**src/rtl/rx_ascii_buffer.sv**
```systemverilog
// Receive buffer behind the 7E1 serial receiver: first-word-fall-through FIFO of
// {parity error, 7-bit ASCII} entries with sticky overflow and a saturating parity-error count.
module rx_ascii_buffer #(
  parameter int PROFUNDIDADE  = 8,
  parameter int N_PTR         = 3,
  parameter int DESCARTA_ERRO = 0
) (
  input  logic             clock,
  input  logic             reset,
  input  logic             zera,
  input  logic             pronto,
  input  logic [6:0]       dados_ascii,
  input  logic             par_ok,
  input  logic             le,
  output logic [6:0]       dado_saida,
  output logic             erro_saida,
  output logic             vazio,
  output logic             cheio,
  output logic [N_PTR:0]   ocupacao,
  output logic             overflow,
  output logic [7:0]       cont_erro_par
);

  logic [7:0]       mem [PROFUNDIDADE];
  logic [N_PTR-1:0] wr_ptr_q, wr_ptr_d, rd_ptr_q, rd_ptr_d;
  logic [N_PTR:0]   ocup_q, ocup_d;
  logic             ovf_q, ovf_d;
  logic [7:0]       cnt_q, cnt_d;
  logic [7:0]       head;
  logic             push_cand, pop_ef, push_acc;

  assign vazio = (ocup_q == '0);
  assign cheio = (ocup_q == (N_PTR+1)'(PROFUNDIDADE));

  assign push_cand = pronto && (par_ok || DESCARTA_ERRO == 0);
  assign pop_ef    = le && !vazio;
  // A full FIFO still accepts a push when the head leaves in the same cycle.
  assign push_acc  = push_cand && (!cheio || pop_ef);

  always_comb begin
    wr_ptr_d = wr_ptr_q;
    rd_ptr_d = rd_ptr_q;
    ocup_d   = ocup_q;
    ovf_d    = ovf_q;
    cnt_d    = cnt_q;
    if (zera) begin
      wr_ptr_d = '0;
      rd_ptr_d = '0;
      ocup_d   = '0;
      ovf_d    = 1'b0;
      cnt_d    = '0;
    end else begin
      if (push_acc) wr_ptr_d = wr_ptr_q + 1'b1;
      if (pop_ef)   rd_ptr_d = rd_ptr_q + 1'b1;
      case ({push_acc, pop_ef})
        2'b10:   ocup_d = ocup_q + 1'b1;
        2'b01:   ocup_d = ocup_q - 1'b1;
        default: ocup_d = ocup_q;
      endcase
      if (push_cand && !push_acc) ovf_d = 1'b1;
      if (pronto && !par_ok && cnt_q != 8'hFF) cnt_d = cnt_q + 1'b1;
    end
  end

  always_ff @(posedge clock or negedge reset) begin
    if (!reset) begin
      wr_ptr_q <= '0;
      rd_ptr_q <= '0;
      ocup_q   <= '0;
      ovf_q    <= 1'b0;
      cnt_q    <= '0;
    end else begin
      wr_ptr_q <= wr_ptr_d;
      rd_ptr_q <= rd_ptr_d;
      ocup_q   <= ocup_d;
      ovf_q    <= ovf_d;
      cnt_q    <= cnt_d;
    end
  end

  // Storage needs no reset; occupancy gates every read.
  always_ff @(posedge clock) begin
    if (push_acc && !zera) mem[wr_ptr_q] <= {~par_ok, dados_ascii};
  end

  assign head          = mem[rd_ptr_q];
  assign dado_saida    = vazio ? 7'h00 : head[6:0];
  assign erro_saida    = vazio ? 1'b0  : head[7];
  assign ocupacao      = ocup_q;
  assign overflow      = ovf_q;
  assign cont_erro_par = cnt_q;

endmodule

```
**config.mk**
```make
export PLATFORM = sky130hd
export DESIGN_NAME = rx_ascii_buffer
export DESIGN_NICKNAME = d
export VERILOG_FILES = /design/src/rtl/rx_ascii_buffer.sv
export SDC_FILE = /design/constraint.sdc
export NUM_CORES = 1
export LEC_CHECK = 0
export CORE_ASPECT_RATIO = 0.8
export CORE_MARGIN = 5
export CORE_UTILIZATION = 25
export CTS_CLUSTER_DIAMETER = 30
export DETAILED_ROUTE_END_ITERATION = 10
export GPL_ROUTABILITY_DRIVEN = 0
export PLACE_DENSITY = 0.4
export SYNTH_ARGS = -nofsm -noshare
export SYNTH_HDL_FRONTEND = slang
export SYNTH_SLANG_ARGS = --single-unit
```
**constraint.sdc**
```tcl
create_clock -name clock -period 2.5 [get_ports clock]
set_input_delay 0.375 -clock clock [delete_from_list [all_inputs] [get_ports clock]]
set_output_delay 0.375 -clock clock [all_outputs]
set_load 0.05 [all_outputs]
```
======== After elaboration in Yosys (flattened, before gate mapping) ========
Memory sizes are Yosys's and may differ from the RTL's.
Cells that the tools add are included.
word-level totals
  flip-flop bits (word level) ............. 19
  bits in writable memories ............... 64
  input bits .............................. 13
  output and inout port bits .............. 23
  logic and storage cells ................. 48
  memories kept ........................... 1
memories
  name  depth  width  read ports  clocked after Yosys merged registers in  write ports  RTL line  text
  mem   8      8      1           0                                        1            24        logic [7:0] mem [PROFUNDIDADE];
cells by class
  add/subtract/negate cells ............... 5
  equality and inequality tests ........... 4
  muxes and demuxes ....................... 14
  bitwise operators ....................... 1
  reduce and logical (&&, ||, !) cells .... 18
operators with widths
  kind                   count
  $mux W8                2
  $mux W3                4
  $add A8 B1 Y8 const B  1
  $ne A8 B8 Y1 const B   1
  $pmux W4 S2            1
  $reduce_bool A2 Y1     4
  $mux W7                1
  $add A3 B1 Y3 const B  2
  $logic_and A1 B1 Y1    6
  $logic_not A1 Y1       5
  $mux W1                5
  $add A4 B1 Y4 const B  1
  $eq A4 B4 Y1 const B   1
  $logic_not A4 Y1       1
  $mux W4                1
  $sub A4 B1 Y4 const B  1
  $reduce_bool A3 Y1     1
  $eq A2 B1 Y1 const B   1
  $eq A2 B2 Y1 const B   1
  $logic_or A1 B1 Y1     1
  $not A1 Y1             1

======== Longest topological paths before layout ========
  word-level depth ........................ 9
  gate-level depth with buffers ........... 9
  gate-level depth less buffers ........... 8

======== Worst setup path after synthesis ========
Ideal clock, no wire load.
  path kind ............................... flip-flop to flip-flop
  start ................................... register ocup_q[0] (netlist: ocupacao[0])
  end ..................................... register ocup_q[3] (netlist: ocupacao[3])
  setup time .............................. 136 ps
  arrival ................................. 2573 ps
  setup slack ............................. -209 ps
  cell stages (with the launch flop) ...... 10
  path buffers ............................ 1
  cells stage by stage .................... dfrtp_1 -> buf_6 -> or3_1 -> o21ai_2 -> nor2_1 -> ha_1 -> a211oi_1 -> or4_1 -> a31oi_1 -> a21oi_1
between the ends
  longest elaborated chain between the ends .. 8
  elaborated cells on any way between the ends .. 14
ends and longest elaborated chain
  what                                                 RTL line  text
  start, declared                                      26        logic [N_PTR:0] ocup_q, ocup_d;
  start signal, assigned                               75        ocup_q <= ocup_d;
  $logic_not A4 Y1                                     32        assign vazio = (ocup_q == '0);
  $logic_not A1 Y1                                     36        assign pop_ef = le && !vazio;
  $logic_and A1 B1 Y1                                  36
  $logic_or A1 B1 Y1                                   38        assign push_acc = push_cand && (!cheio || pop_ef);
  $logic_and A1 B1 Y1                                  38
  $eq A2 B1 Y1 / $eq A2 B2 Y1 (equally long branches)  55        case ({push_acc, pop_ef})
  $pmux W4 S2                                          55
  $mux W4                                              46        if (zera) begin
Parallel ways exist; a longest one is shown, timed or not.
A chain may end at the register's enable or synchronous reset.

======== Worst setup path after layout ========
  start ................................... register rd_ptr_q[0]
  end ..................................... output port dado_saida[6]
between the ends
  longest elaborated chain between the ends .. 2
ends and longest elaborated chain
  what                    RTL line  text
  start, declared         25        logic [N_PTR-1:0] wr_ptr_q, wr_ptr_d, rd_ptr_q, rd_ptr_d;
  start signal, assigned  74        rd_ptr_q <= rd_ptr_d;
  $mem_v2 Z8 W8           n/a
  $mux W7                 87        assign dado_saida = vazio ? 7'h00 : head[6:0];
  end, declared           15        output logic [6:0] dado_saida,
No other way between the ends.

==> impl_results.md <==
- Share of synthesized area occupied by flip-flops and latches: 66.1%
- Arrival @ worst endpoint: 1.95 ns
- P_int: 3020 uW
- Setup violators final: 0
- Ant diodes: 0
- Area added between synthesis and finish: 28.0%
- Relative contribution of the clock network to total power: 28.8%
- Power share of the sequential group: 34.2%
- Buffers plus inverters on the worst setup path: 2
- Outcome: finished, final reports clean
- I/O pin cnt: 36
- Wire length per cell after detailed routing: 17.3 um
- Final Slew Violations: 0
- Final critical path time including I/O delays and setup: 2.32 ns
- Post-Route Setup TNS: 0 ns
- Crit Path Category: reg -> out
- Initial antenna violation count: 0
- Vias per cell: 4.42
- Bufs on Longest Clock Path: 2
- Clock skew after layout: 0.00775 ns
- Fraction of post-synthesis cell area in the top cell type by area: 53.0%
- Clock transition at path regs: 0.06 ns
- Synthesized Nets: 245
- Worst flop-to-flop path startpoint: ocupacao[0]
- Iteration count of the initial detailed-routing pass: 4
- Worst setup path startpoint: rd_ptr_q[0]
- Number of max-cap violations: 0
- Dominant cell by count in the synthesized netlist: edfxtp_1
- Overall routing resource usage: 10.3%
- Share of cells above drive strength 1: 27.0%
- Clock tree from TritonCTS: built
- Top cells by area in the synthesized netlist: edfxtp_1, dfrtp_1, mux4_2
- Share of synthesized flip-flops with an asynchronous set or reset: 22.9%
- Number of distinct library cells after synthesis: 45
- Post-CTS setup repair buffer count: 0
- Post-layout nets: 303
- Die height: 118 um
- Port Buffer Count: 35
- Required time at the worst-slack endpoint: 2.12 ns
- IR Drop Worst-Case VDD: 0.417 mV
- Later-pin clock latency in the skew report: 0.34 ns
- Sw Ratio: 35.1%
- Highest fanout seen on the critical path: 16
- Total global routing overflow: 0
- H-Tree Depth: 3
- Register bit total from synthesis: 83
- Post-layout total power: 4660 uW
- Number of nets with antenna violations after detailed routing: 0
- Cell breakdown of the critical path: buf_12 -> mux4_2 -> mux2i_1 -> nor2_1 -> buf_4
- First-pass GRT wire length: 12.9 mm
- Power share of the combinational group: 37.0%
- Family with the most delay on the worst path: multiplexers
- Cell types with the highest counts after synthesis: edfxtp_1, nor2_1, dfrtp_1, mux4_2, mux2i_1
- Primary flip-flop cell chosen by synthesis mapping: edfxtp_1
- Power dissipated by switching net loads: 1630 uW
- TritonCTS Buffers: 9
- Critical path startpoint category: flip-flop
- Worst slew margin relative to its limit: 66.1%
- Setup repair after global routing missed its margin: false
- Residual DRC: 0
- Syn_area_per_cell: 16.0 um2
- Critical Path End Type: primary output
- Total clock sinks: 83
- Core Rows: 39
- Gate Count Post-Synth: 226
- Overall via count from detail_route: 2089
- Tightest Pin Transition: 0.507 ns
- Class of the worst hold path: in -> async
- DRT iter0 DRCs: 132
- Horiz. Die Dim: 145 um
- Total leakage power: 0.00163 uW
- Fin crit share: 93.0%
- Via count of the first global-routing pass: 2181
- Post-CTS Hold Buffers: 0
- Floorplan core area: 14200 um2
- DP Wirelength: 5.41 mm
- Final Routed Wirelength: 8.17 mm
- Synthesis Warnings: 0
- Master cell of the clock root buffer: clkbuf_16
- Number of enable flip-flop cells after synthesis: 64
- Maximum number of pins on one net before global-route repair: 20
- Max incr delay on CP: 0.53 ns
- Highest clock frequency the design can meet: 430 MHz
- Post-synthesis cell type with the largest combined area: edfxtp_1
- Combined area of all synthesized cells: 3620 um2
- Initial cell density of the core: 25.4%
- Final number of hold-violating endpoints: 0
- Areal power density over the cells: 1000 nW/um2
- Total Die Area: 17000 um2
- Critical path's slowest cell: mux4_2
## worst paths after layout
check / to / slack [ns] / depth (start not counted)
setup / recovery: dado_saida[6] / 0.18 / 5
hold / removal: cont_erro_par[4] / 0.37 / 2
setup reg to reg: ocupacao[3] / 0.18 / 8
hold reg to reg: overflow / 0.53 / 2
max in group asynchronous: ocupacao[0] / 1.89 / 2
min in group clock: overflow / 0.53 / 2
## cells by family after synthesis
kind of cell             synth area share, %
AO/OA/AOI/OAI                           5.28
XOR/XNOR                                2.17
adder cells (fa/ha/maj)                 2.28
buffers and inverters                   2.49
flip-flops                              66.1
multiplexers                            13.0
AND/OR/NAND/NOR                         8.63
## cell usage in the layout, fill, tap and decap left out, drive strengths merged, types with 4 or more instances in the layout
| cell type | instances |
|---|---|
| clkbuf | 10 |
| mux4 | 16 |
| buf | 33 |
| inv | 9 |
| nand2 | 5 |
| xnor2 | 4 |
| nor2 | 25 |
| clkdlybuf4s50 | 25 |
| dfrtp | 19 |
| o21ai | 6 |
| xor2 | 5 |
| mux2i | 10 |
| nor3 | 7 |
| edfxtp | 64 |
| a31oi | 4 |
| nor4 | 5 |
| ha | 5 |
| o211ai | 4 |
| a211oi | 4 |
## metrics by stage
stage / utilization [%] / instances / worst slack [ns] / hold slack [ns] / cell area [um2]
final: 32.6 / 473 / 0.175 / 0.372 / 4640
after global routing: 32.6 / 473 / 0.0301 / 0.401 / 4640
after CTS: 32.5 / 473 / 0.113 / 0.369 / 4630
after detailed placement: 30.4 / 457 / 0.0887 / 0.519 / 4330
after global placement: 30.4 / 457 / 0.144 / 0.517 / 4330
after floorplan: - / 226 / -0.156 / 0.0794 / 3630
## per-layer routing
layer | vias to the layer above | global-route usage [%] | wire length, um
li1 | 993 | - | -
met1 | 1055 | 14.4 | 3940
met2 | 30 | 15.0 | 3770
met3 | 11 | 2.84 | 289
met4 | 0 | 4.55 | 164
met5 | - | 0 | 0
## power by group through the flow
stage / clock network [uW] / logic (uW) / registers (uW)
2_1_floorplan: 0 / 1050 / 1730
3_3_place_gp: 0 / 1750 / 1620
3_5_place_dp: 0 / 1740 / 1620
4_1_cts: 1390 / 1740 / 1590
5_1_grt: 1450 / 1850 / 1600
6_report: 1340 / 1720 / 1590
## flip-flops by register name (all words and copies together), names as in the netlist
| signal | cells |
|---|---|
| overflow | 1 |
| rd_ptr_q | 3 |
| cont_erro_par | 8 |
| wr_ptr_q | 3 |
| ocupacao | 4 |
| mem | 64 |
## cell type report
class | count | area (um2)
Sequential cell | 83 | 2400
Tap cell | 184 | 230
Fill cell | 1413 | 9610
Multi-Input combinational cell | 126 | 1170
Clock buffer | 10 | 229
Timing Repair Buffer | 58 | 523
Inverter | 6 | 22.5
Clock inverter | 6 | 71.3
## repair_timing
action                     CTS  global route
hold endpoints to repair     0             0
setup endpoints to repair    0             1
gates resized for setup      0             2
No activity file was read; power rests on OpenSTA's default activity.
